--- config.mk ---
export PLATFORM = sky130hd
export DESIGN_NAME = tl_c_beat_sender_flat
export DESIGN_NICKNAME = d
export VERILOG_FILES = /design/src/rtl/tl_c_beat_sender_pkg.sv /design/src/rtl/tl_c_beat_sender_if.sv /design/src/rtl/tl_beat_counter.sv /design/src/rtl/tl_c_beat_sender.sv /design/src/flat_wrapper.sv
export SDC_FILE = /design/constraint.sdc
export NUM_CORES = 1
export LEC_CHECK = 0
export ABC_AREA = 1
export CAP_MARGIN = 20
export CORE_AREA = 5 5 139 141
export DETAILED_ROUTE_END_ITERATION = 10
export DIE_AREA = 0 0 144 146
export DONT_BUFFER_PORTS = 1
export SYNTH_ARGS = -nofsm -noshare
export SYNTH_HDL_FRONTEND = slang
export SYNTH_SLANG_ARGS = --single-unit
--- constraint.sdc ---
create_clock -name clock -period 4.7 [get_ports clock]
set_clock_uncertainty 0.2 [all_clocks]
set_input_delay 0.94 -clock clock [delete_from_list [all_inputs] [get_ports clock]]
set_output_delay 0.94 -clock clock [all_outputs]
set_load 0.005 [all_outputs]
--- src/rtl/tl_c_beat_sender_pkg.sv ---
// tl_c_beat_sender_pkg: TileLink C/D opcodes, permission params and beat-count helpers.
package tl_c_beat_sender_pkg;
  localparam logic [2:0] C_PROBE_ACK      = 3'd4;
  localparam logic [2:0] C_PROBE_ACK_DATA = 3'd5;
  localparam logic [2:0] C_RELEASE        = 3'd6;
  localparam logic [2:0] C_RELEASE_DATA   = 3'd7;
  localparam logic [2:0] D_RELEASE_ACK    = 3'd6;
  localparam logic [2:0] SHRINK_TTOB = 3'd0;
  localparam logic [2:0] SHRINK_TTON = 3'd1;
  localparam logic [2:0] SHRINK_BTON = 3'd2;
  localparam logic [2:0] REPORT_TTOT = 3'd3;
  localparam logic [2:0] REPORT_BTOB = 3'd4;
  localparam logic [2:0] REPORT_NTON = 3'd5;
  localparam int BEAT_BYTES = 16;
  localparam int MAX_BEATS  = 4;
  typedef enum logic [1:0] {IDLE, SEND, WAIT_ACK} state_t;
  function automatic logic hasDataC(input logic [2:0] opcode);
    return opcode[0];
  endfunction
  // Sizes beyond one block saturate; sub-beat sizes still occupy a full beat.
  function automatic int numBeats(input int size, input int beat_log, input int block_log);
    int s;
    s = size > block_log ? block_log : size;
    return s <= beat_log ? 1 : 1 << (s - beat_log);
  endfunction
endpackage

--- src/rtl/tl_c_beat_sender_if.sv ---
// tl_c_beat_sender_if: request, data, C and D channel bundle for the C-beat sender.
interface tl_c_beat_sender_if #(
  parameter int DATA_BITS   = 128,
  parameter int ADDR_BITS   = 32,
  parameter int SOURCE_BITS = 4,
  parameter int SIZE_BITS   = 4
);
  logic                   req_valid, req_ready;
  logic [2:0]             req_opcode, req_param;
  logic [SIZE_BITS-1:0]   req_size;
  logic [SOURCE_BITS-1:0] req_source;
  logic [ADDR_BITS-1:0]   req_address;
  logic                   dat_valid, dat_ready;
  logic [DATA_BITS-1:0]   dat_data;
  logic                   dat_corrupt;
  logic                   c_valid, c_ready;
  logic [2:0]             c_opcode, c_param;
  logic [SIZE_BITS-1:0]   c_size;
  logic [SOURCE_BITS-1:0] c_source;
  logic [ADDR_BITS-1:0]   c_address;
  logic [DATA_BITS-1:0]   c_data;
  logic                   c_corrupt;
  logic                   d_valid, d_ready;
  logic [2:0]             d_opcode;
  logic [SOURCE_BITS-1:0] d_source;
  logic                   busy, release_done;
  modport slave (
    input  req_valid, req_opcode, req_param, req_size, req_source, req_address,
           dat_valid, dat_data, dat_corrupt, c_ready, d_valid, d_opcode, d_source,
    output req_ready, dat_ready, c_valid, c_opcode, c_param, c_size, c_source,
           c_address, c_data, c_corrupt, d_ready, busy, release_done
  );
  modport master (
    output req_valid, req_opcode, req_param, req_size, req_source, req_address,
           dat_valid, dat_data, dat_corrupt, c_ready, d_valid, d_opcode, d_source,
    input  req_ready, dat_ready, c_valid, c_opcode, c_param, c_size, c_source,
           c_address, c_data, c_corrupt, d_ready, busy, release_done
  );
endinterface

--- src/rtl/tl_beat_counter.sv ---
// tl_beat_counter: beat index counter with clear, increment-on-fire and last-beat flag.
module tl_beat_counter #(
  parameter int W = 2
) (
  input  logic         clk,
  input  logic         rst,
  input  logic         i_clr,
  input  logic         i_inc,
  input  logic [W-1:0] i_last_idx,
  output logic [W-1:0] o_count,
  output logic         o_last
);
  logic [W-1:0] r_count;
  always_ff @(posedge clk)
    if (rst || i_clr) r_count <= '0;
    else if (i_inc) r_count <= r_count + 1'b1;
  assign o_count = r_count;
  assign o_last  = r_count == i_last_idx;
endmodule

--- src/rtl/tl_c_beat_sender.sv ---
// tl_c_beat_sender: streams one C-channel message per request and waits for ReleaseAck on D.
module tl_c_beat_sender
  import tl_c_beat_sender_pkg::*;
#(
  parameter int DATA_BITS   = 128,
  parameter int ADDR_BITS   = 32,
  parameter int SOURCE_BITS = 4,
  parameter int SIZE_BITS   = 4,
  parameter int BLOCK_BYTES = 64
) (
  input logic clock,
  input logic reset,
  tl_c_beat_sender_if.slave bus
);
  localparam int LOG_BEAT  = $clog2(DATA_BITS / 8);
  localparam int LOG_BLOCK = $clog2(BLOCK_BYTES);
  localparam int MAXB      = numBeats(LOG_BLOCK, LOG_BEAT, LOG_BLOCK);
  localparam int CW        = MAXB > 1 ? $clog2(MAXB) : 1;
  state_t                 r_state;
  logic                   r_req_ready, r_busy;
  logic [2:0]             r_opcode, r_param;
  logic [SIZE_BITS-1:0]   r_size;
  logic [SOURCE_BITS-1:0] r_source;
  logic [ADDR_BITS-1:0]   r_address;
  logic                   w_req_fire, w_send, w_data, w_c_fire, w_last, w_d_fire;
  logic [CW-1:0]          w_last_idx, w_count;
  assign w_req_fire = bus.req_valid && r_req_ready;
  assign w_send     = r_state == SEND;
  assign w_data     = hasDataC(r_opcode);
  assign w_last_idx = w_data ? CW'(numBeats(int'(r_size), LOG_BEAT, LOG_BLOCK) - 1) : '0;
  assign w_c_fire   = bus.c_valid && bus.c_ready;
  assign w_d_fire   = r_state == WAIT_ACK && bus.d_valid && bus.d_opcode == D_RELEASE_ACK &&
                      bus.d_source == r_source;
  tl_beat_counter #(.W(CW)) u_cnt (
    .clk(clock), .rst(reset), .i_clr(w_req_fire), .i_inc(w_c_fire),
    .i_last_idx(w_last_idx), .o_count(w_count), .o_last(w_last)
  );
  always_ff @(posedge clock)
    if (reset) begin
      r_state     <= IDLE;
      r_req_ready <= 1'b1;
      r_busy      <= 1'b0;
      r_opcode    <= '0;
      r_param     <= '0;
      r_size      <= '0;
      r_source    <= '0;
      r_address   <= '0;
    end else
      case (r_state)
        IDLE: if (w_req_fire) begin
          r_state     <= SEND;
          r_req_ready <= 1'b0;
          r_busy      <= 1'b1;
          r_opcode    <= bus.req_opcode;
          r_param     <= bus.req_param;
          r_size      <= bus.req_size;
          r_source    <= bus.req_source;
          r_address   <= bus.req_address;
        end
        SEND: if (w_c_fire && w_last) begin
          r_state     <= r_opcode[1] ? WAIT_ACK : IDLE;
          r_req_ready <= !r_opcode[1];
          r_busy      <= r_opcode[1];
        end
        WAIT_ACK: if (w_d_fire) begin
          r_state     <= IDLE;
          r_req_ready <= 1'b1;
          r_busy      <= 1'b0;
        end
        default: r_state <= IDLE;
      endcase
  assign bus.req_ready    = r_req_ready;
  assign bus.busy         = r_busy;
  assign bus.c_valid      = w_send && (w_data ? bus.dat_valid : 1'b1);
  assign bus.dat_ready    = w_send && w_data && bus.c_ready;
  assign bus.c_data       = w_send && w_data ? bus.dat_data : '0;
  assign bus.c_corrupt    = w_send && w_data && bus.dat_corrupt;
  assign bus.c_opcode     = r_opcode;
  assign bus.c_param      = r_param;
  assign bus.c_size       = r_size;
  assign bus.c_source     = r_source;
  assign bus.c_address    = r_address;
  assign bus.d_ready      = w_d_fire;
  assign bus.release_done = w_d_fire;
  logic w_unused;
  assign w_unused = ^w_count;
endmodule

--- src/flat_wrapper.sv ---
// flat-port wrapper written by rule: the top's interface ports become plain ports
module tl_c_beat_sender_flat import tl_c_beat_sender_pkg::*;
#(
  parameter int DATA_BITS   = 128,
  parameter int ADDR_BITS   = 32,
  parameter int SOURCE_BITS = 4,
  parameter int SIZE_BITS   = 4,
  parameter int BLOCK_BYTES = 64
)
  (clock, reset, bus_req_valid, bus_req_opcode, bus_req_param, bus_req_size, bus_req_source, bus_req_address, bus_dat_valid, bus_dat_data, bus_dat_corrupt, bus_c_ready, bus_d_valid, bus_d_opcode, bus_d_source, bus_req_ready, bus_dat_ready, bus_c_valid, bus_c_opcode, bus_c_param, bus_c_size, bus_c_source, bus_c_address, bus_c_data, bus_c_corrupt, bus_d_ready, bus_busy, bus_release_done);
  tl_c_beat_sender_if #(.DATA_BITS(DATA_BITS), .ADDR_BITS(ADDR_BITS), .SOURCE_BITS(SOURCE_BITS), .SIZE_BITS(SIZE_BITS)) bus_i ();
  input logic clock;
  input logic reset;
  input wire logic [$bits(bus_i.req_valid)-1:0] bus_req_valid;
  input wire logic [$bits(bus_i.req_opcode)-1:0] bus_req_opcode;
  input wire logic [$bits(bus_i.req_param)-1:0] bus_req_param;
  input wire logic [$bits(bus_i.req_size)-1:0] bus_req_size;
  input wire logic [$bits(bus_i.req_source)-1:0] bus_req_source;
  input wire logic [$bits(bus_i.req_address)-1:0] bus_req_address;
  input wire logic [$bits(bus_i.dat_valid)-1:0] bus_dat_valid;
  input wire logic [$bits(bus_i.dat_data)-1:0] bus_dat_data;
  input wire logic [$bits(bus_i.dat_corrupt)-1:0] bus_dat_corrupt;
  input wire logic [$bits(bus_i.c_ready)-1:0] bus_c_ready;
  input wire logic [$bits(bus_i.d_valid)-1:0] bus_d_valid;
  input wire logic [$bits(bus_i.d_opcode)-1:0] bus_d_opcode;
  input wire logic [$bits(bus_i.d_source)-1:0] bus_d_source;
  output wire logic [$bits(bus_i.req_ready)-1:0] bus_req_ready;
  output wire logic [$bits(bus_i.dat_ready)-1:0] bus_dat_ready;
  output wire logic [$bits(bus_i.c_valid)-1:0] bus_c_valid;
  output wire logic [$bits(bus_i.c_opcode)-1:0] bus_c_opcode;
  output wire logic [$bits(bus_i.c_param)-1:0] bus_c_param;
  output wire logic [$bits(bus_i.c_size)-1:0] bus_c_size;
  output wire logic [$bits(bus_i.c_source)-1:0] bus_c_source;
  output wire logic [$bits(bus_i.c_address)-1:0] bus_c_address;
  output wire logic [$bits(bus_i.c_data)-1:0] bus_c_data;
  output wire logic [$bits(bus_i.c_corrupt)-1:0] bus_c_corrupt;
  output wire logic [$bits(bus_i.d_ready)-1:0] bus_d_ready;
  output wire logic [$bits(bus_i.busy)-1:0] bus_busy;
  output wire logic [$bits(bus_i.release_done)-1:0] bus_release_done;
  assign bus_i.req_valid = bus_req_valid;
  assign bus_i.req_opcode = bus_req_opcode;
  assign bus_i.req_param = bus_req_param;
  assign bus_i.req_size = bus_req_size;
  assign bus_i.req_source = bus_req_source;
  assign bus_i.req_address = bus_req_address;
  assign bus_i.dat_valid = bus_dat_valid;
  assign bus_i.dat_data = bus_dat_data;
  assign bus_i.dat_corrupt = bus_dat_corrupt;
  assign bus_i.c_ready = bus_c_ready;
  assign bus_i.d_valid = bus_d_valid;
  assign bus_i.d_opcode = bus_d_opcode;
  assign bus_i.d_source = bus_d_source;
  assign bus_req_ready = bus_i.req_ready;
  assign bus_dat_ready = bus_i.dat_ready;
  assign bus_c_valid = bus_i.c_valid;
  assign bus_c_opcode = bus_i.c_opcode;
  assign bus_c_param = bus_i.c_param;
  assign bus_c_size = bus_i.c_size;
  assign bus_c_source = bus_i.c_source;
  assign bus_c_address = bus_i.c_address;
  assign bus_c_data = bus_i.c_data;
  assign bus_c_corrupt = bus_i.c_corrupt;
  assign bus_d_ready = bus_i.d_ready;
  assign bus_busy = bus_i.busy;
  assign bus_release_done = bus_i.release_done;
  tl_c_beat_sender #(.DATA_BITS(DATA_BITS), .ADDR_BITS(ADDR_BITS), .SOURCE_BITS(SOURCE_BITS), .SIZE_BITS(SIZE_BITS), .BLOCK_BYTES(BLOCK_BYTES)) u_core (.clock(clock), .reset(reset), .bus(bus_i));
endmodule
==> results.md <==
- The run finished with clean final reports.
- The die width is 144 um.
- The post-CTS setup repair buffer count is 0.
- In this run the mean area of a mapped cell was 5.63 um^2.
- Among all stages on the critical path, the largest delay is contributed by buf_4.
- Data on the critical path arrives at its endpoint at 2.22 ns.
- Together, buffers and inverters on the worst path number 2.
- The final routed DRC violation total is 0.
- The maximum clock frequency is 0.298 GHz.
- Setup repair after global routing left no endpoint under its margin.
- The buffer cell driving the clock tree root is clkbuf_16.
- Clock-pin slew was measured on the worst setup and hold paths at 0.08 ns.
- Across the run, the number of max-cap violations was 0.
- The first routing iteration left 241 violations.
- The number of gates resized after CTS is 0.
- The reg-to-reg critical path startpoint is u_core.r_state[0]$_SDFFE_PP0P_.
- The depth of the CTS H-tree is 2.
- The final cell area excluding filler cells is 0.00360 mm^2.
- The clock reaches the later pin of the worst-skew pair after 0.29 ns.
- The number of cells produced by synthesis is 574.
- The max-slew headroom at the worst pin is 36.8%.
- Net switching is 42.1% of the power.
- Setup violations remaining at the end of the flow were counted as 0.
- The longest clock path from root to sink contains 2 buffers.
- The count of antenna-violating nets left after detailed routing is 0.
- The share of cells above drive strength 1 is 3.96%.
- The initial utilization of the core area, before any placement, comes to 18.1%.
- In the final routed layout, each cell accounts on average for 19.6 um.
- The power density over the cells is 460 mW/mm^2.
- The overall die area is 0.0210 mm^2.
- The number of buffers created by CTS is 5.
- The post-synthesis sequential area ratio is 32.2%.
- The kind of cell with the highest combined delay along the critical path is simple AND/OR/NAND/NOR gates.
- The required time at the endpoint of the critical path is 3.56 ns.
- In the routed layout, each cell is associated on average with a via count of 4.15.
- The share of the cycle needed by the critical path after routing is 71.4%.
- Leaving out fill and tap cells, the most frequent cell in the layout is inv_1.
- The critical path goes through inv_1 -> ha_1 -> nand2_4 -> buf_4 -> nor2_1.
- The area growth from synthesis to layout is 11.4%.
- After routing, the total negative slack on setup checks comes to 0 ns.
- The count of boundary I/O pins is 369.
- Of the total power, registers draw 42.5%.
- The final critical delay including setup and external delays is 3.36 ns.
- The number of antenna violations at the first check in global routing came to 5.
- After the last flow step, the layout net total stands at 747.
- In this run, the clock network consumes 22.6% of the power.
- The via count of the first global-routing pass came to 2994.
- In this run the vertical extent of the chip is 146 um.
- The combinational share of power is 34.9%.
- For this design the static power due to leakage is 1.98 nW.
- The first global-routing pass estimated 20.2 mm of wire.
- The logic depth of the worst path, buffers included is 5.
- The count of final hold-check violations is 0.
- The core region is 0.0178 mm^2.
- In the layout the commonest cells are inv_1 (194), nor2_1 (143), dfxtp_1 (52).
- The total net switching power is 0.000698 W.
- The worst vdd rail ir drop is 0.282 mV.
- For this block, the routed nets add up to 15.4 mm of wire.
- The global-route total usage across every layer is 13.1%.
- The total iterations of the first detailed-routing run is 5.
- Cells fill 20.2% of the core in the end.
- The count of port buffers added during placement is 0.
- The filler cell count is 2060.
- The total global routing overflow is 0.
- The critical path launch point is u_core.r_state[1]$_SDFFE_PP0P_.
- The clock net in this run drives a total of 52 sinks.
- The quantity of hold-fixing buffers added after cts is 0.
- The critical hold path startpoint is u_core.bus.c_address[25]$_SDFFE_PP0P_.
- The HPWL after detailed placement is 13.5 mm.
- Internal power comes to 0.000960 W.
- For this run, the number of Yosys warnings is 0.
- On the worst path, the slowest cell contributes a delay of 0.50 ns.
- The worst-case hold slack is 0.272 ns.
- The cell area after placement is 0.00344 mm^2.
- At the pin with the least slew margin, the transition time is 0.947 ns.
- The number of rows created at floorplan is 49.
- The highest fanout seen on the critical path is 60.
- TritonCTS built the clock tree.
- The max-slew violation count came to 0.
- The number of nets handed over by synthesis was 766.
- The setup path with the least slack is of type flip-flop to output port.
- The worst-case reg-to-reg path depth is 6.
- The netlist uses 21 different library cells.
- The combined area of all synthesized cells is 0.00323 mm^2.
- The tightest min-delay check is of the flip-flop to flip-flop type.
- The number of stages on the worst hold path is 2.
- The via count is 3269.
- The critical path endpoint category is an output port.
- The last weighted congestion value of the routability-driven placer is 0.894.
- STA classifies the critical path startpoint as a flip-flop.
- The post-synthesis sequential element count is 52.
- The maximum number of pins on one net before global-route repair is 61.
-- worst paths after layout --
kind                                                              end  slack (ns)
worst min-delay path            u_core.bus.c_address[25]$_SDFFE_PP0P_        0.27
worst max-delay path                                   bus_c_data[77]        1.34
worst max register to register  u_core.bus.c_address[21]$_SDFFE_PP0P_        2.22
worst min register to register  u_core.bus.c_address[25]$_SDFFE_PP0P_        0.27
-- metal layers --
metal / track usage (%) / part of all wire, % / routed length, um
met2: 21.9 / 48 / 7430
met4: 3.48 / 0.80 / 124
met5: 0 / 0.27 / 41
met1: 14.5 / 36 / 5580
met3: 7.00 / 15 / 2240
-- logic make-up (layout without fill, tap and decap cells) --
family / Yosys count / after routing / synth area share (%)
adders and majority gates: 4 / 4 / 1.55
AOI/OAI and AO/OA: 100 / 100 / 16.3
buffers and inverters: 225 / 207 / 26.3
and+or+nand+nor: 193 / 193 / 23.6
DFF: 52 / 52 / 32.2
other: 0 / 2 / 0
-- stage by stage --
stage	total power, W	worst slack (ns)	instances
finish	0.00166	1.34	787
global route	0.00181	1.16	787
CTS	0.00169	1.34	785
detailed placement	0.00130	1.67	777
global placement	0.00129	1.74	777
floorplan	0.00115	1.92	574
-- final cells by class --
cell class                 instances  area [um^2]  share of cell area [%]
inverter                         195          732                    20.3
multi-input combinational        297         1360                    37.6
sequential                        52         1040                    28.9
clock buffer                       5          125                    3.47
timing repair buffer               4         30.0                   0.834
tap                              229          287                    7.95
clock inverter                     3         27.5                   0.764
antenna                            2         5.00                   0.139
-- registers in the layout (all words and copies together) (netlist names) --
register,flops
u_core.bus.req_ready,1
u_core.r_state,2
u_core.bus.busy,1
u_core.bus.c_size,4
u_core.u_cnt.o_count,2
u_core.bus.c_param,3
u_core.bus.c_address,32
u_core.bus.c_source,4
u_core.bus.c_opcode,3
-- synth_stat cells --
library cell,instances,area [um^2]
ha_1,4,50.1
inv_1,194,728
a21oi_1,49,245
nor4_1,1,6.26
inv_2,1,3.75
nand3_2,2,20.0
dfxtp_1,52,1040
o21ai_1,1,5.00
nor2_1,143,537
buf_4,1,7.51
buf_2,1,5.00
nor2_2,3,18.8
o21ai_0,46,230
o211ai_1,1,7.51
o21a_1,1,7.51
a21oi_4,1,16.3
o21ai_4,1,16.3
nand4_1,3,18.8
nand3_1,8,40.0
nand2_1,33,124
clkbuf_1,28,105
-- power groups by stage --
stage / combinational (W) / clock (W) / sequential, W
after floorplan: 0.000476 / 0 / 0.000672
after global placement: 0.000575 / 0 / 0.000719
after detailed placement: 0.000587 / 0 / 0.000717
after CTS: 0.000587 / 0.000388 / 0.000711
after global routing: 0.000674 / 0.000408 / 0.000728
final: 0.000579 / 0.000374 / 0.000705
-- worst reg2reg max path, cell delays in order, from the launching register on --
cell and delay [ns]:
dfxtp_1 0.34, inv_1 0.09, ha_1 0.20, nand3_2 0.69, buf_4 0.55, o21ai_0 0.24
a21oi_1 0.06
(Power assumes the default switching activity.)
